==> src/rtl/booth_dot_accumulator.sv <==
// Dot-product accumulator fed by the 32x32 Booth multiplier.
// Sums len signed products into a wide register and hands the result out.
module booth_dot_accumulator #(
  parameter int PW    = 64,
  parameter int AW    = 72,
  parameter int LEN_W = 10
) (
  input  logic             clk,
  input  logic             rst,
  input  logic             start,
  input  logic [LEN_W-1:0] len,
  input  logic             p_valid,
  input  logic [PW-1:0]    p_in,
  output logic             p_ready,
  output logic [AW-1:0]    acc_out,
  output logic             out_valid,
  input  logic             out_ready,
  output logic             busy,
  output logic             overflow
);

  typedef enum logic [1:0] {
    S_IDLE,
    S_ACCUM,
    S_DONE
  } state_t;

  state_t           state_q;
  logic [AW-1:0]    acc_q;
  logic [AW-1:0]    acc_out_q;
  logic [LEN_W-1:0] cnt_q;
  logic [LEN_W-1:0] len_q;
  logic             ovf_q;

  logic [AW-1:0]    p_ext;
  logic [AW-1:0]    sum_d;
  logic             add_ovf;
  logic             accept;
  logic             last;

  // Sign-extend the product and form the wrapped sum with its overflow bit.
  always_comb begin
    p_ext   = AW'($signed(p_in));
    sum_d   = acc_q + p_ext;
    add_ovf = (acc_q[AW-1] == p_ext[AW-1]) &&
              (sum_d[AW-1] != acc_q[AW-1]);
    accept  = (state_q == S_ACCUM) && p_valid;
    last    = (cnt_q == len_q - LEN_W'(1));
  end

  // Job sequencer: idle -> accumulate -> hold result until consumed.
  always_ff @(posedge clk) begin
    if (rst) begin
      state_q   <= S_IDLE;
      acc_q     <= '0;
      acc_out_q <= '0;
      cnt_q     <= '0;
      len_q     <= '0;
      ovf_q     <= 1'b0;
    end else begin
      unique case (state_q)
        S_IDLE: begin
          if (start) begin
            acc_q <= '0;
            cnt_q <= '0;
            ovf_q <= 1'b0;
            if (len == '0) begin
              acc_out_q <= '0;
              state_q   <= S_DONE;
            end else begin
              len_q   <= len;
              state_q <= S_ACCUM;
            end
          end
        end
        S_ACCUM: begin
          if (accept) begin
            acc_q <= sum_d;
            cnt_q <= cnt_q + LEN_W'(1);
            if (add_ovf) ovf_q <= 1'b1;
            if (last) begin
              acc_out_q <= sum_d;
              state_q   <= S_DONE;
            end
          end
        end
        S_DONE: begin
          if (out_ready) state_q <= S_IDLE;
        end
        default: state_q <= S_IDLE;
      endcase
    end
  end

  assign p_ready   = (state_q == S_ACCUM);
  assign out_valid = (state_q == S_DONE);
  assign busy      = (state_q != S_IDLE);
  assign acc_out   = acc_out_q;
  assign overflow  = ovf_q;

endmodule

==> config.mk <==
export PLATFORM = sky130hd
export DESIGN_NAME = booth_dot_accumulator
export DESIGN_NICKNAME = d
export VERILOG_FILES = /design/src/rtl/booth_dot_accumulator.sv
export SDC_FILE = /design/constraint.sdc
export NUM_CORES = 1
export LEC_CHECK = 0
export CAP_MARGIN = 10
export CORE_UTILIZATION = 51
export DETAILED_ROUTE_END_ITERATION = 8
export PLACE_DENSITY = 0.75
export SLEW_MARGIN = 5
export SYNTH_ARGS = -nofsm -noshare
export SYNTH_HDL_FRONTEND = slang
export SYNTH_SLANG_ARGS = --single-unit
export TNS_END_PERCENT = 20
==> constraint.sdc <==
create_clock -name clk -period 3.8 [get_ports clk]
set_input_delay 0.76 -clock clk [delete_from_list [all_inputs] [get_ports clk]]
set_output_delay 0.76 -clock clk [all_outputs]
set_load 0.02 [all_outputs]
==> qor.txt, run 1 <==
Ports - 155
Clock Latency Late Sink - 440 ps
status - completed
crit start category - input pin
max-slew violations - 0
root buf cell - clkbuf_16
Starting Density - 51.86%
CTS clk-pin slew, worst paths - 60 ps
initial antenna violation count - 0
Die ar. - 21960 µm²
worst reg2reg path depth - 10
Final ANT Viol Nets - 0
# rows - 53
DP HPWL - 26.13 mm
# diodes - 0
Hold Vio Cnt, Final - 0
post-synth cell types - 71
Commonest cells post-synth - a21oi_1 (177), dfxtp_1 (167), nand2_1 (151)
DRC - 0
register area share after synthesis - 30.67%
Yosys top cell area share - 30.67%
Syn. warnings - 0
top-count cell post-synth - a21oi_1
CP Capture Point - acc_out[57]
total gr overflow - 0
Arr. time, crit path - 4030 ps
CTS resizes - 0
Peak VDD IR - 297.5 µV
Max clock buf depth - 2
core area - 21020 µm²
Total Wirelength - 35.07 mm
NumNets Final - 1870
hold crit path type - reg -> reg
post-DR wirelength/cell - 17.50 µm
vias - 11660
Tmin final - 3708 ps
number of global-route vias before repair - 11160
number of clock sinks - 167
FF+latch count, synth - 167
1st-iter DRT viols - 770
ranking of synthesized cells by area - dfxtp_1 (31%), ha_1 (8.4%), a21oi_1 (8.1%), nand2_1 (5.2%), nor2_1 (5.1%)
setup tns final - 0 ps
fin crit share - 97.58%
cts hold-fix bufs - 0
Worst-Margin Slew - 823.4 ps
CP required - 4120 ps
Setup Fix Bufs, Post-CTS - 0
Port-buffer cells - 154
first-pass GRT wire length - 55.90 mm
chip height - 148.2 µm
DR pass1 iterations - 6
WS Path Type - in -> reg
R2R Setup Slk - 390 ps
# H-tree levels - 4
Max-Cap Viols - 0
syn_nets - 1581
PD cells - 350.6 nW/µm²
gpl congestion - 0.9260
Slew Limit Headroom - 45.03%
GRT Overall Usage - 31.91%
crit path launch - p_in[30]
fin cells - 2004
Max FO, Critical Path - 4
placed cells - 1973
share of layout cells above drive strength 1 - 16.60%
Layout Skew - 12.00 ps
CTS buffer count - 17
Final setup viols - 0
Crit. End Element - flop
Die Wd - 148.2 µm
CTS tree - built
RR Startpoint - len_q[2]
post-synthesis instance area - 10900 µm²
Mapped Cells - 1428
capturing point of the worst reg2reg path - acc_out[54]
RSZ-0062 raised after global routing - true
Mean Syn Cell Area - 7.634 µm²
largest net degree at the start of global routing - 104
Post-synth EDFFs - 0
Fmax - 269.7 MHz
leakage - 0.006048 µW
Yosys top cell by area - dfxtp_1
P&R area growth vs syn - 34.34%
via/cell ratio - 5.820
ys flop type - dfxtp_1
ys async rst share - 0%
Util after Layout - 69.67%
## where the power goes
group	switching (µW)	total (µW)	internal, µW
clock network	782	1730	946
logic	870	1530	660
registers	53.5	1880	1820
## flip-flops by register name (all words and copies together) (netlist names)
signal	flops
overflow	1
state_q	2
cnt_q	10
acc_out	72
acc_q	72
len_q	10
## per-layer routing
metal  vias to the layer above  wire (µm)  global-route usage, %
li1                       5696          -                      -
met1                      5476      16020                  43.45
met2                       423      15740                  51.03
met3                        68       2329                  4.601
met4                         0        983                  11.86
met5                         -          0                      0
## worst max-delay path: stages
cell and delay [ps]:
clkdlybuf4s50_1 420, ha_1 390, nand4_1 200, nor4_2 400, buf_4 190, nand3_1 70, nor3_1 140, a311oi_1 70
buf_4 170, and3_1 190, o31ai_1 340, a31oi_1 180, mux2_2 300, a31o_2 210
## through the flow
| step | worst slack [ps] | power [µW] | cell area, µm² | hold WS, ps |
|---|---|---|---|---|
| after global routing | -28.32 | 5347 | 14650 | 472.6 |
| after detailed placement | -335.9 | 3410 | 14050 | 446.1 |
| final | 92.09 | 5135 | 14650 | 449.3 |
| after global placement | -334.7 | 3389 | 14050 | 444.6 |
| after CTS | 51.23 | 5132 | 14620 | 453.0 |
| after floorplan | 274.9 | 2779 | 10900 | 435.6 |
## final cells by class
class	count	area, µm²
inverter	34	127.6
clock inverter	11	116.4
fill	1800	6376
timing repair buffer	364	3166
sequential	167	3343
multi-input combinational	1133	7092
tap	275	344.1
clock buffer	20	456.7
## kinds of logic after synthesis
family                     after synthesis  share of synthesized area (%)
AOI/OAI and AO/OA                      419                          24.01
buffers and inverters                  128                          4.602
muxes                                   26                          2.490
xor gates and xnor gates                85                          6.829
DFF                                    167                          30.67
adders and majority gates               74                          8.562
and+or+nand+nor                        529                          22.84
## worst min path at each step
stage,start,end,slack (ps),cells past startpoint
global route,acc_q[32],acc_q[32],470,2
global placement,acc_out[45],acc_out[45],440,2
detailed placement,acc_out[11],acc_out[11],450,2
CTS,acc_out[45],acc_out[45],450,2
floorplan,acc_q[59],acc_q[59],440,2
finish,acc_out[45],acc_out[45],450,2
## cells in the final DEF (no fill, tap or decap), drive strengths merged, types with 4 or more instances in the layout
cell type      instances
or3                   11
xor2                  29
o21a                  10
nand3                 71
a31oi                  9
buf                  211
mux2i                 20
xnor2                 56
inv                   37
a22oi                 28
o21bai                21
nand2                151
a21oi                177
ha                    73
nor2b                  8
clkinv                 4
or2                    8
a31o                  11
dfxtp                167
o21ai                 73
clkdlybuf4s50        153
and3                  14
nand2b                10
and4                   7
o211ai                 7
a21boi                 5
mux2                   6
clkbuf                20
nand4                 24
o31ai                 12
nor3                  43
a211oi                10
nand3b                 4
and2                   7
nor4                  16
nor2                 147
a21o                  28
(Power assumes the default switching activity.)
==> run 2, diff against run 1 <==
--- a/config.mk
+++ b/config.mk
@@ -6,6 +6,7 @@
 export NUM_CORES = 1
 export LEC_CHECK = 0
 export CAP_MARGIN = 10
+export CORE_ASPECT_RATIO = 1.5
 export CORE_UTILIZATION = 51
 export DETAILED_ROUTE_END_ITERATION = 8
 export PLACE_DENSITY = 0.75
==> run 2 against run 1 <==
Effect of this change:
- sequential power about the same
- global-route usage grew 0.71 points
- critical path depth is 1 higher
- critical endpoint unchanged
- core utilization increased by 0.47 points
- highest routed layer unchanged
- worst hold slack gained 6.9 ps
- first-iteration DRC count up 2.3%
- worst setup slack improved by 32 ps
- final cell count did not move
- combinational power hardly changed
==> qor.txt, run 2 (synthesis results as in run 1) <==
status - completed (unchanged)
Die ar. - 21980 µm² (was 21960 µm²)
Final ANT Viol Nets - 0 (unchanged)
Layout Skew - 19.18 ps (was 12.00 ps)
CTS tree - built (unchanged)
PD cells - 363.4 nW/µm² (was 350.6 nW/µm²)
Clock Latency Late Sink - 450 ps (was 440 ps)
Hold WS - 456.2 ps (was 449.3 ps)
NumNets Final - 1876 (was 1870)
Worst Setup Slack, final - 124.2 ps (was 92.09 ps)
first-pass GRT wire length - 56.52 mm (was 55.90 mm)
Comb power frac - 28.6% (was 29.8%)
number of global-route vias before repair - 11530 (was 11160)
chip height - 181.1 µm (was 148.2 µm)
Sw Pwr - 1744 µW (was 1705 µW)
1st-iter DRT viols - 788 (was 770)
share of layout cells above drive strength 1 - 16.76% (was 16.60%)
Place WS - -315.1 ps (was -335.9 ps)
Hold Vio Cnt, Final - 0 (unchanged)
fin crit share - 96.73% (was 97.58%)
post-DR wirelength/cell - 17.67 µm (was 17.50 µm)
Arr. time, crit path - 4020 ps (was 4030 ps)
CTS resizes - 0 (unchanged)
Pint - 3605 µW (was 3429 µW)
CTS clk-pin slew, worst paths - 70 ps (was 60 ps)
Slew Limit Headroom - 44.97% (was 45.03%)
max-slew violations - 0 (unchanged)
leakage - 0.006126 µW (was 0.006048 µW)
Crit. End Element - flop (unchanged)
total gr overflow - 0 (unchanged)
most frequent cells in the layout - buf_4 (214), a21oi_1 (176), dfxtp_1 (167) (was buf_4 (207), a21oi_1 (175), dfxtp_1 (167))
# H-tree levels - 4 (unchanged)
worst reg2reg path depth - 14 (was 10)
hold crit path type - reg -> reg (unchanged)
Starting Density - 51.96% (was 51.86%)
P&R area growth vs syn - 34.99% (was 34.34%)
number of clock sinks - 167 (unchanged)
R2R Setup Slk - 540 ps (was 390 ps)
gpl congestion - 0.9838 (was 0.9260)
Fmax - 272.1 MHz (was 269.7 MHz)
cts hold-fix bufs - 0 (unchanged)
crit start category - input pin (unchanged)
Max FO, Critical Path - 3 (was 4)
Port-buffer cells - 154 (unchanged)
capturing point of the worst reg2reg path - acc_out[57] (was acc_out[54])
commonest non-fill, non-tap cell in the layout - buf_4 (unchanged)
root buf cell - clkbuf_16 (unchanged)
switch share - 32.61% (was 33.21%)
Final setup viols - 0 (unchanged)
vias - 11710 (was 11660)
Peak VDD IR - 312.9 µV (was 297.5 µV)
initial antenna violation count - 0 (unchanged)
CP required - 4140 ps (was 4120 ps)
largest net degree at the start of global routing - 102 (was 104)
RR Startpoint - acc_q[22] (was len_q[2])
WS Path Type - in -> reg (unchanged)
core area - 20980 µm² (was 21020 µm²)
# rows - 65 (was 53)
DR pass1 iterations - 5 (was 6)
RSZ-0062 raised after global routing - false (was true)
Tmin final - 3676 ps (was 3708 ps)
sequential power share - 35.0% (was 36.5%)
Setup Fix Bufs, Post-CTS - 0 (unchanged)
Worst-Margin Slew - 822.3 ps (was 823.4 ps)
clock share of power - 36.3% (was 33.7%)
Max-Cap Viols - 0 (unchanged)
GRT Overall Usage - 32.62% (was 31.91%)
Ports - 155 (unchanged)
Max clock buf depth - 2 (unchanged)
Total Wirelength - 35.41 mm (was 35.07 mm)
# diodes - 0 (unchanged)
via/cell ratio - 5.841 (was 5.820)
CP Capture Point - acc_out[57] (unchanged)
crit path launch - p_in[22] (was p_in[30])
Die Wd - 121.4 µm (was 148.2 µm)
DP HPWL - 27.10 mm (was 26.13 mm)
DRC - 0 (unchanged)
CTS buffer count - 17 (unchanged)
==> run 2: cell count changes in the layout (fill, tap and decap cells not counted), moves of 2 or more <==
cell / change
inv_8: +2
clkinv_2: +3
clkinvlp_4: -3
clkbuf_8: -2
inv_6: +2
o21ai_1: +5
bufinv_16: +3
o21ai_0: -5
clkinv_4: -3
buf_4: +7
==> run 2: cell type report <==
class,instances,area [µm²]
multi-input cells,1133,7074
fillers,1780,6266
flip-flops and latches,167,3343
repair buffers,370,3198
clock buffers,17,425.4
well taps,268,335.3
clock inverters,15,212.7
inverters,34,127.6
==> run 2: power groups by stage <==
stage | clock network [µW] | logic [µW] | registers [µW]
floorplan | 0 | 858 | 1920
global placement | 0 | 1490 | 1910
detailed placement | 0 | 1510 | 1910
CTS | 1960 | 1520 | 1870
global route | 2030 | 1650 | 1880
finish | 1940 | 1530 | 1870
==> run 2: worst min-delay path by stage <==
| stage | to | depth (start not counted) | startpoint | slack (ps) |
|---|---|---|---|---|
| finish | acc_out[53] | 2 | acc_out[53] | 460 |
| global route | acc_q[16] | 2 | acc_q[16] | 470 |
| CTS | acc_out[53] | 2 | acc_out[53] | 460 |
| detailed placement | acc_out[53] | 2 | acc_out[53] | 450 |
| global placement | acc_out[50] | 2 | acc_out[50] | 450 |
| floorplan | acc_q[59] | 2 | acc_q[59] | 440 |
==> run 2: layer usage <==
metal	up-vias	global-route usage (%)	wire length [µm]
met2	415	58.36	18120
met3	108	4.577	1795
met1	5483	36.68	13900
li1	5700	-	-
met4	0	17.28	1589
met5	-	0	0
==> run 2: worst max-delay path, stage by stage <==
cell and delay [ps]:
clkdlybuf4s50_1 410, ha_1 330, buf_4 120, nand4_1 150
nor4b_1 410, buf_4 190, nand3_1 70, nor3_1 130
a311oi_1 60, buf_4 170, and3_1 180, o31ai_1 330
a31oi_1 200, mux2_2 310, a31o_2 210
==> run 2: metrics by stage <==
step	cell area, µm²	total power [µW]	instances	setup TNS, ps	util, %
detailed placement	14070	3419	1972	-7088	67.08
CTS	14710	5348	2004	0	70.12
global route	14720	5562	2004	0	70.14
floorplan	10900	2779	1428	0	-
finish	14720	5349	2004	0	70.14
global placement	14070	3397	1972	-5761	67.08
